--- src/rtl/serial_frame_rx_if.sv ---
// Serial frame receiver bus: serial line and strobe in, parallel word and flags out.
interface serial_frame_rx_if #(
   parameter int DATA_W = 8
);
   logic              SIN;
   logic              EN;
   logic [DATA_W-1:0] DATA_OUT;
   logic              VALID;
   logic              PARITY_ERR;
   logic              FRAME_ERR;
   logic              BUSY;

   // Source side: drives the line and bit strobe, observes the received word.
   modport master (
      output SIN, EN,
      input  DATA_OUT, VALID, PARITY_ERR, FRAME_ERR, BUSY
   );

   // Receiver side.
   modport slave (
      input  SIN, EN,
      output DATA_OUT, VALID, PARITY_ERR, FRAME_ERR, BUSY
   );
endinterface

--- src/rtl/serial_frame_rx.sv ---
// Serial frame receiver: 2-flop line synchronizer, start detect, LSB-first data
// shift, optional parity check and stop-bit check. One bit is consumed per EN strobe.
module serial_frame_rx #(
   parameter int DATA_W     = 8,
   parameter int PARITY_EN  = 1,
   parameter int PARITY_ODD = 0
) (
   input  logic              CLK,
   input  logic              RESET_N,
   serial_frame_rx_if.slave  bus
);
   localparam int   CW    = (DATA_W > 1) ? $clog2(DATA_W) : 1;
   localparam logic P_EN  = (PARITY_EN != 0);
   localparam logic P_ODD = (PARITY_ODD != 0);
   localparam logic [CW-1:0] LAST = CW'(DATA_W - 1);

   localparam logic [1:0] IDLE   = 2'd0;
   localparam logic [1:0] DATA   = 2'd1;
   localparam logic [1:0] PARITY = 2'd2;
   localparam logic [1:0] STOP   = 2'd3;

   logic              sin_m;
   logic              sin_s;
   logic [1:0]        state;
   logic [CW-1:0]     cnt;
   logic [DATA_W-1:0] shift;
   logic              par_bit;

   // Line synchronizer; idles high so reset never looks like a start bit.
   always_ff @(posedge CLK or negedge RESET_N) begin
      if (!RESET_N) begin
         sin_m <= 1'b1;
         sin_s <= 1'b1;
      end else begin
         sin_m <= bus.SIN;
         sin_s <= sin_m;
      end
   end

   // Frame FSM; flags pulse for one cycle, DATA_OUT holds until the next frame.
   // BUSY tracks the next state so it is high exactly while in DATA/PARITY/STOP.
   always_ff @(posedge CLK or negedge RESET_N) begin
      if (!RESET_N) begin
         state          <= IDLE;
         cnt            <= '0;
         shift          <= '0;
         par_bit        <= 1'b0;
         bus.DATA_OUT   <= '0;
         bus.VALID      <= 1'b0;
         bus.PARITY_ERR <= 1'b0;
         bus.FRAME_ERR  <= 1'b0;
         bus.BUSY       <= 1'b0;
      end else begin
         bus.VALID      <= 1'b0;
         bus.PARITY_ERR <= 1'b0;
         bus.FRAME_ERR  <= 1'b0;
         if (bus.EN) begin
            case (state)
               IDLE: begin
                  if (!sin_s) begin
                     state    <= DATA;
                     cnt      <= '0;
                     bus.BUSY <= 1'b1;
                  end
               end
               DATA: begin
                  shift[cnt] <= sin_s;
                  cnt        <= cnt + 1'b1;
                  if (cnt == LAST) state <= P_EN ? PARITY : STOP;
               end
               PARITY: begin
                  par_bit <= sin_s;
                  state   <= STOP;
               end
               default: begin
                  bus.DATA_OUT   <= shift;
                  bus.VALID      <= 1'b1;
                  bus.FRAME_ERR  <= ~sin_s;
                  bus.PARITY_ERR <= P_EN & ((^shift ^ par_bit) != P_ODD);
                  bus.BUSY       <= 1'b0;
                  state          <= IDLE;
               end
            endcase
         end
      end
   end
endmodule

--- src/flat_wrapper.sv ---
// flat-port wrapper written by rule: the top's interface ports become plain ports
module serial_frame_rx_flat 
#(
   parameter int DATA_W     = 8,
   parameter int PARITY_EN  = 1,
   parameter int PARITY_ODD = 0
)
  (CLK, RESET_N, bus_SIN, bus_EN, bus_DATA_OUT, bus_VALID, bus_PARITY_ERR, bus_FRAME_ERR, bus_BUSY);
  serial_frame_rx_if #(.DATA_W(DATA_W)) bus_i ();
  input  logic CLK;
  input  logic RESET_N;
  input wire logic [$bits(bus_i.SIN)-1:0] bus_SIN;
  input wire logic [$bits(bus_i.EN)-1:0] bus_EN;
  output wire logic [$bits(bus_i.DATA_OUT)-1:0] bus_DATA_OUT;
  output wire logic [$bits(bus_i.VALID)-1:0] bus_VALID;
  output wire logic [$bits(bus_i.PARITY_ERR)-1:0] bus_PARITY_ERR;
  output wire logic [$bits(bus_i.FRAME_ERR)-1:0] bus_FRAME_ERR;
  output wire logic [$bits(bus_i.BUSY)-1:0] bus_BUSY;
  assign bus_i.SIN = bus_SIN;
  assign bus_i.EN = bus_EN;
  assign bus_DATA_OUT = bus_i.DATA_OUT;
  assign bus_VALID = bus_i.VALID;
  assign bus_PARITY_ERR = bus_i.PARITY_ERR;
  assign bus_FRAME_ERR = bus_i.FRAME_ERR;
  assign bus_BUSY = bus_i.BUSY;
  serial_frame_rx #(.DATA_W(DATA_W), .PARITY_EN(PARITY_EN), .PARITY_ODD(PARITY_ODD)) u_core (.CLK(CLK), .RESET_N(RESET_N), .bus(bus_i));
endmodule
--- config.mk ---
export PLATFORM = sky130hd
export DESIGN_NAME = serial_frame_rx_flat
export DESIGN_NICKNAME = d
export VERILOG_FILES = /design/src/rtl/serial_frame_rx_if.sv /design/src/rtl/serial_frame_rx.sv /design/src/flat_wrapper.sv
export SDC_FILE = /design/constraint.sdc
export NUM_CORES = 1
export LEC_CHECK = 0
export ABC_AREA = 1
export CAP_MARGIN = 25
export CORE_MARGIN = 3
export CORE_UTILIZATION = 45
export DETAILED_ROUTE_END_ITERATION = 8
export GPL_ROUTABILITY_DRIVEN = 0
export PLACE_DENSITY_LB_ADDON = 0.15
export SETUP_SLACK_MARGIN = 0.4
export SLEW_MARGIN = 20
export SYNTH_ARGS = -nofsm -noshare
export SYNTH_HDL_FRONTEND = slang
export SYNTH_SLANG_ARGS = --single-unit
--- constraint.sdc ---
create_clock -name CLK -period 1.29 [get_ports CLK]
set_clock_uncertainty 0.1 [all_clocks]
set_input_delay 0.258 -clock CLK [delete_from_list [all_inputs] [get_ports CLK]]
set_output_delay 0.258 -clock CLK [all_outputs]
set_load 0.02 [all_outputs]
==> results.sh <==
export IMPL_status="finished, violations left"
export IMPL_violations="negative setup slack"
export IMPL_maxSlewHeadroom_pct=75.90
export IMPL_num_vias=1168
export IMPL_path_class="reg -> reg"
export IMPL_cp_cell_sequence="inv_2 -> ha_4 -> nand2_4 -> nand2_4 -> buf_6 -> a21oi_4 -> o21ai_2"
export IMPL_ir_drop_mv=1.774
export IMPL_nNetsFinal=211
export IMPL_dr_first_iter_drc_count=41
export IMPL_syn_area_mm2=0.001333
export IMPL_post_place_ws_ns=-0.3085
export IMPL_start_util_pct=47.91
export IMPL_drv_cap=0
export IMPL_core_area_mm2=0.002781
export IMPL_critPathTopFamily="flip-flops"
export IMPL_finalCriticalPeriod_ns=1.385
export IMPL_fmax_mhz=722.2
export IMPL_dp_cells=212
export IMPL_fin_crit_sh_pct=107.3
export IMPL_synth_distinct_cells=15
export IMPL_firstDrtPassIters=4
export IMPL_slowest_delay_ns=0.45
export IMPL_synthMuxAreaShare_pct=0
export IMPL_syn_nets=170
export IMPL_crit_arrival_ns=1.51
export IMPL_p_leak_uw=0.0009516
export IMPL_antenna_found_initial=0
export IMPL_critical_path_buf_inv_count=2
export IMPL_die_area_mm2=0.003650
export IMPL_finalWirelength_mm=2.836
export IMPL_synthCells=160
export IMPL_root_buffer="clkbuf_4"
export IMPL_yosysWarnings=0
export IMPL_grt_max_degree=29
export IMPL_cp_slowest_cell="dfrtp_2"
export IMPL_ctsHoldBuffers=0
export IMPL_first_global_vias=1059
export IMPL_synthToLayoutAreaGrowth_pct=40.28
export IMPL_wl_met1_mm=1.196
export IMPL_syn_area_per_cell_um2=8.328
export IMPL_die_y_um=60.42
export IMPL_synth_top_family_by_area="simple AND/OR/NAND/NOR gates"
export IMPL_ant_nets=0
export IMPL_cp_max_fo=4
export IMPL_antennaDiodeCount=0
export IMPL_h_tree_depth=1
export IMPL_synth_xor_area_share_pct=0
export IMPL_slew_viol_final=0
export IMPL_row_count=19
export IMPL_final_cell_mix="48 x nand2_1, 25 x dfrtp_1, 18 x buf_4, 17 x inv_1, 14 x buf_6"
export IMPL_dpl_hpwl_mm=1.810
export IMPL_rsz0062_at_grt="yes"
export IMPL_grt_pass1_wl_mm=4.395
export IMPL_required_ns=1.41
export IMPL_synth_compound_area_share_pct=13.62
export IMPL_critPathMostFrequentCell="nand2_4"
export IMPL_ys_ff_latch=28
export IMPL_setup_tns_ns=-1.025
export IMPL_highest_layer="met4"
export IMPL_wire_per_inst_um=12.28
export IMPL_fin_ws_ns=-0.09473
export IMPL_clk_latency_ns=0.33
export IMPL_wl_met2_mm=1.489
export IMPL_cts_tree="done"
export IMPL_cts_sinks=28
export IMPL_worstMarginPinSlew_ns=0.3604
export IMPL_die_x_um=60.42
export IMPL_min_path_type="in -> async"
export IMPL_drive_above_1_share_pct=33.00
export IMPL_boundaryPins=16
export IMPL_power_density_mw_per_mm2=2302
export IMPL_wl_met3_um=122
export IMPL_numCtsBuffers=3
export IMPL_end_kind="register"
export IMPL_seq_area_frac_synth_pct=52.77
export IMPL_via_per_inst=5.056
export IMPL_clk_pin_slew_ns=0.15
export IMPL_final_common_cell="nand2_1"
export IMPL_finalPower_uw=4304
export IMPL_hold_viol_final=0
export IMPL_route_detailed_drc=0
export IMPL_fin_cells=231
export IMPL_start_kind="register"
export IMPL_setup_violations=16
export IMPL_synthSimpleGateAreaFrac_pct=21.69
export IMPL_cts_path_max_buffers=2
export IMPL_synthAdderAreaFrac_pct=5.634
export IMPL_grt_overflow_total=0
export IMPL_portBuffers=15
export IMPL_grt_usage_pct=16.36
[sequential cells by signal, indices dropped and copies added (netlist names)]
register               count
u_core.shift               8
u_core.bus.DATA_OUT        8
u_core.cnt                 3
u_core.bus.FRAME_ERR       1
u_core.bus.BUSY            1
u_core.sin_m               1
u_core.par_bit             1
u_core.sin_s               1
u_core.state               2
u_core.bus.VALID           1
u_core.bus.PARITY_ERR      1
[timing repair]
| action | CTS | global route |
|---|---|---|
| buffers inserted | 6 | 8 |
| endpoints found under the setup margin | 38 | 38 |
| gates cloned | 1 | 0 |
| resized for setup | 87 | 15 |
| pin swaps | 8 | 7 |
[where the power goes]
group	internal, µW	total (µW)	switching [µW]
Sequential	1200	1480	285
Clock	121	375	254
Combinational	1140	2450	1300
[cells by family after synthesis]
group | after synthesis
adders and majority gates | 6
and+or+nand+nor | 70
buffers and inverters | 22
AOI/OAI and AO/OA | 34
DFF | 28
[cell type report]
cell class,count,area [µm²]
Inverter,21,81.33
Multi-Input combinational cell,111,675.6
Fill cell,212,912.1
Sequential cell,28,704.4
Clock buffer,4,26.28
Timing Repair Buffer,36,342.8
Tap cell,31,38.79
[synthesized netlist by cell type]
cell	instances	area, µm²
nor2_1	11	41.29
buf_2	1	5.000
ha_1	6	75.07
nand3_1	3	15.01
clkinv_1	1	3.750
dfrtp_1	26	650.6
inv_1	20	75.07
a31oi_1	9	56.30
or2_0	1	6.260
nor2_4	2	22.52
o21ai_0	14	70.07
nand2_2	2	12.51
dfstp_2	2	52.55
a21oi_1	11	55.05
nand2_1	51	191.4
[metrics by stage]
stage | hold WS (ns) | util (%) | instance area (µm²)
after floorplan | -0.1376 | - | 1370
after global placement | 0.2462 | 57.98 | 1613
after detailed placement | 0.2507 | 57.98 | 1613
after CTS | 0.1492 | 63.20 | 1758
after global routing | 0.1431 | 67.21 | 1869
final | 0.1519 | 67.21 | 1869
[worst paths after layout]
path | end | slack [ns] | depth (start not counted) | start
worst min register to register | u_core.sin_s | 0.27 | 0 | u_core.sin_m
worst min-delay path | u_core.bus.DATA_OUT[7] | 0.15 | 2 | RESET_N
worst max-delay path | u_core.cnt[2] | -0.09 | 7 | u_core.state[0]
worst max register to register | u_core.cnt[2] | -0.09 | 7 | u_core.state[0]
max in group asynchronous | u_core.sin_m | 0.69 | 2 | RESET_N
min in group CLK | u_core.sin_m | 0.22 | 1 | bus_SIN
[per-layer routing]
metal | global-route usage [%] | up-vias
li1 | - | 595
met1 | 18.79 | 543
met2 | 28.09 | 26
met3 | 3.191 | 4
met4 | 9.907 | 0
met5 | 0 | -
(Power assumes the default switching activity.)
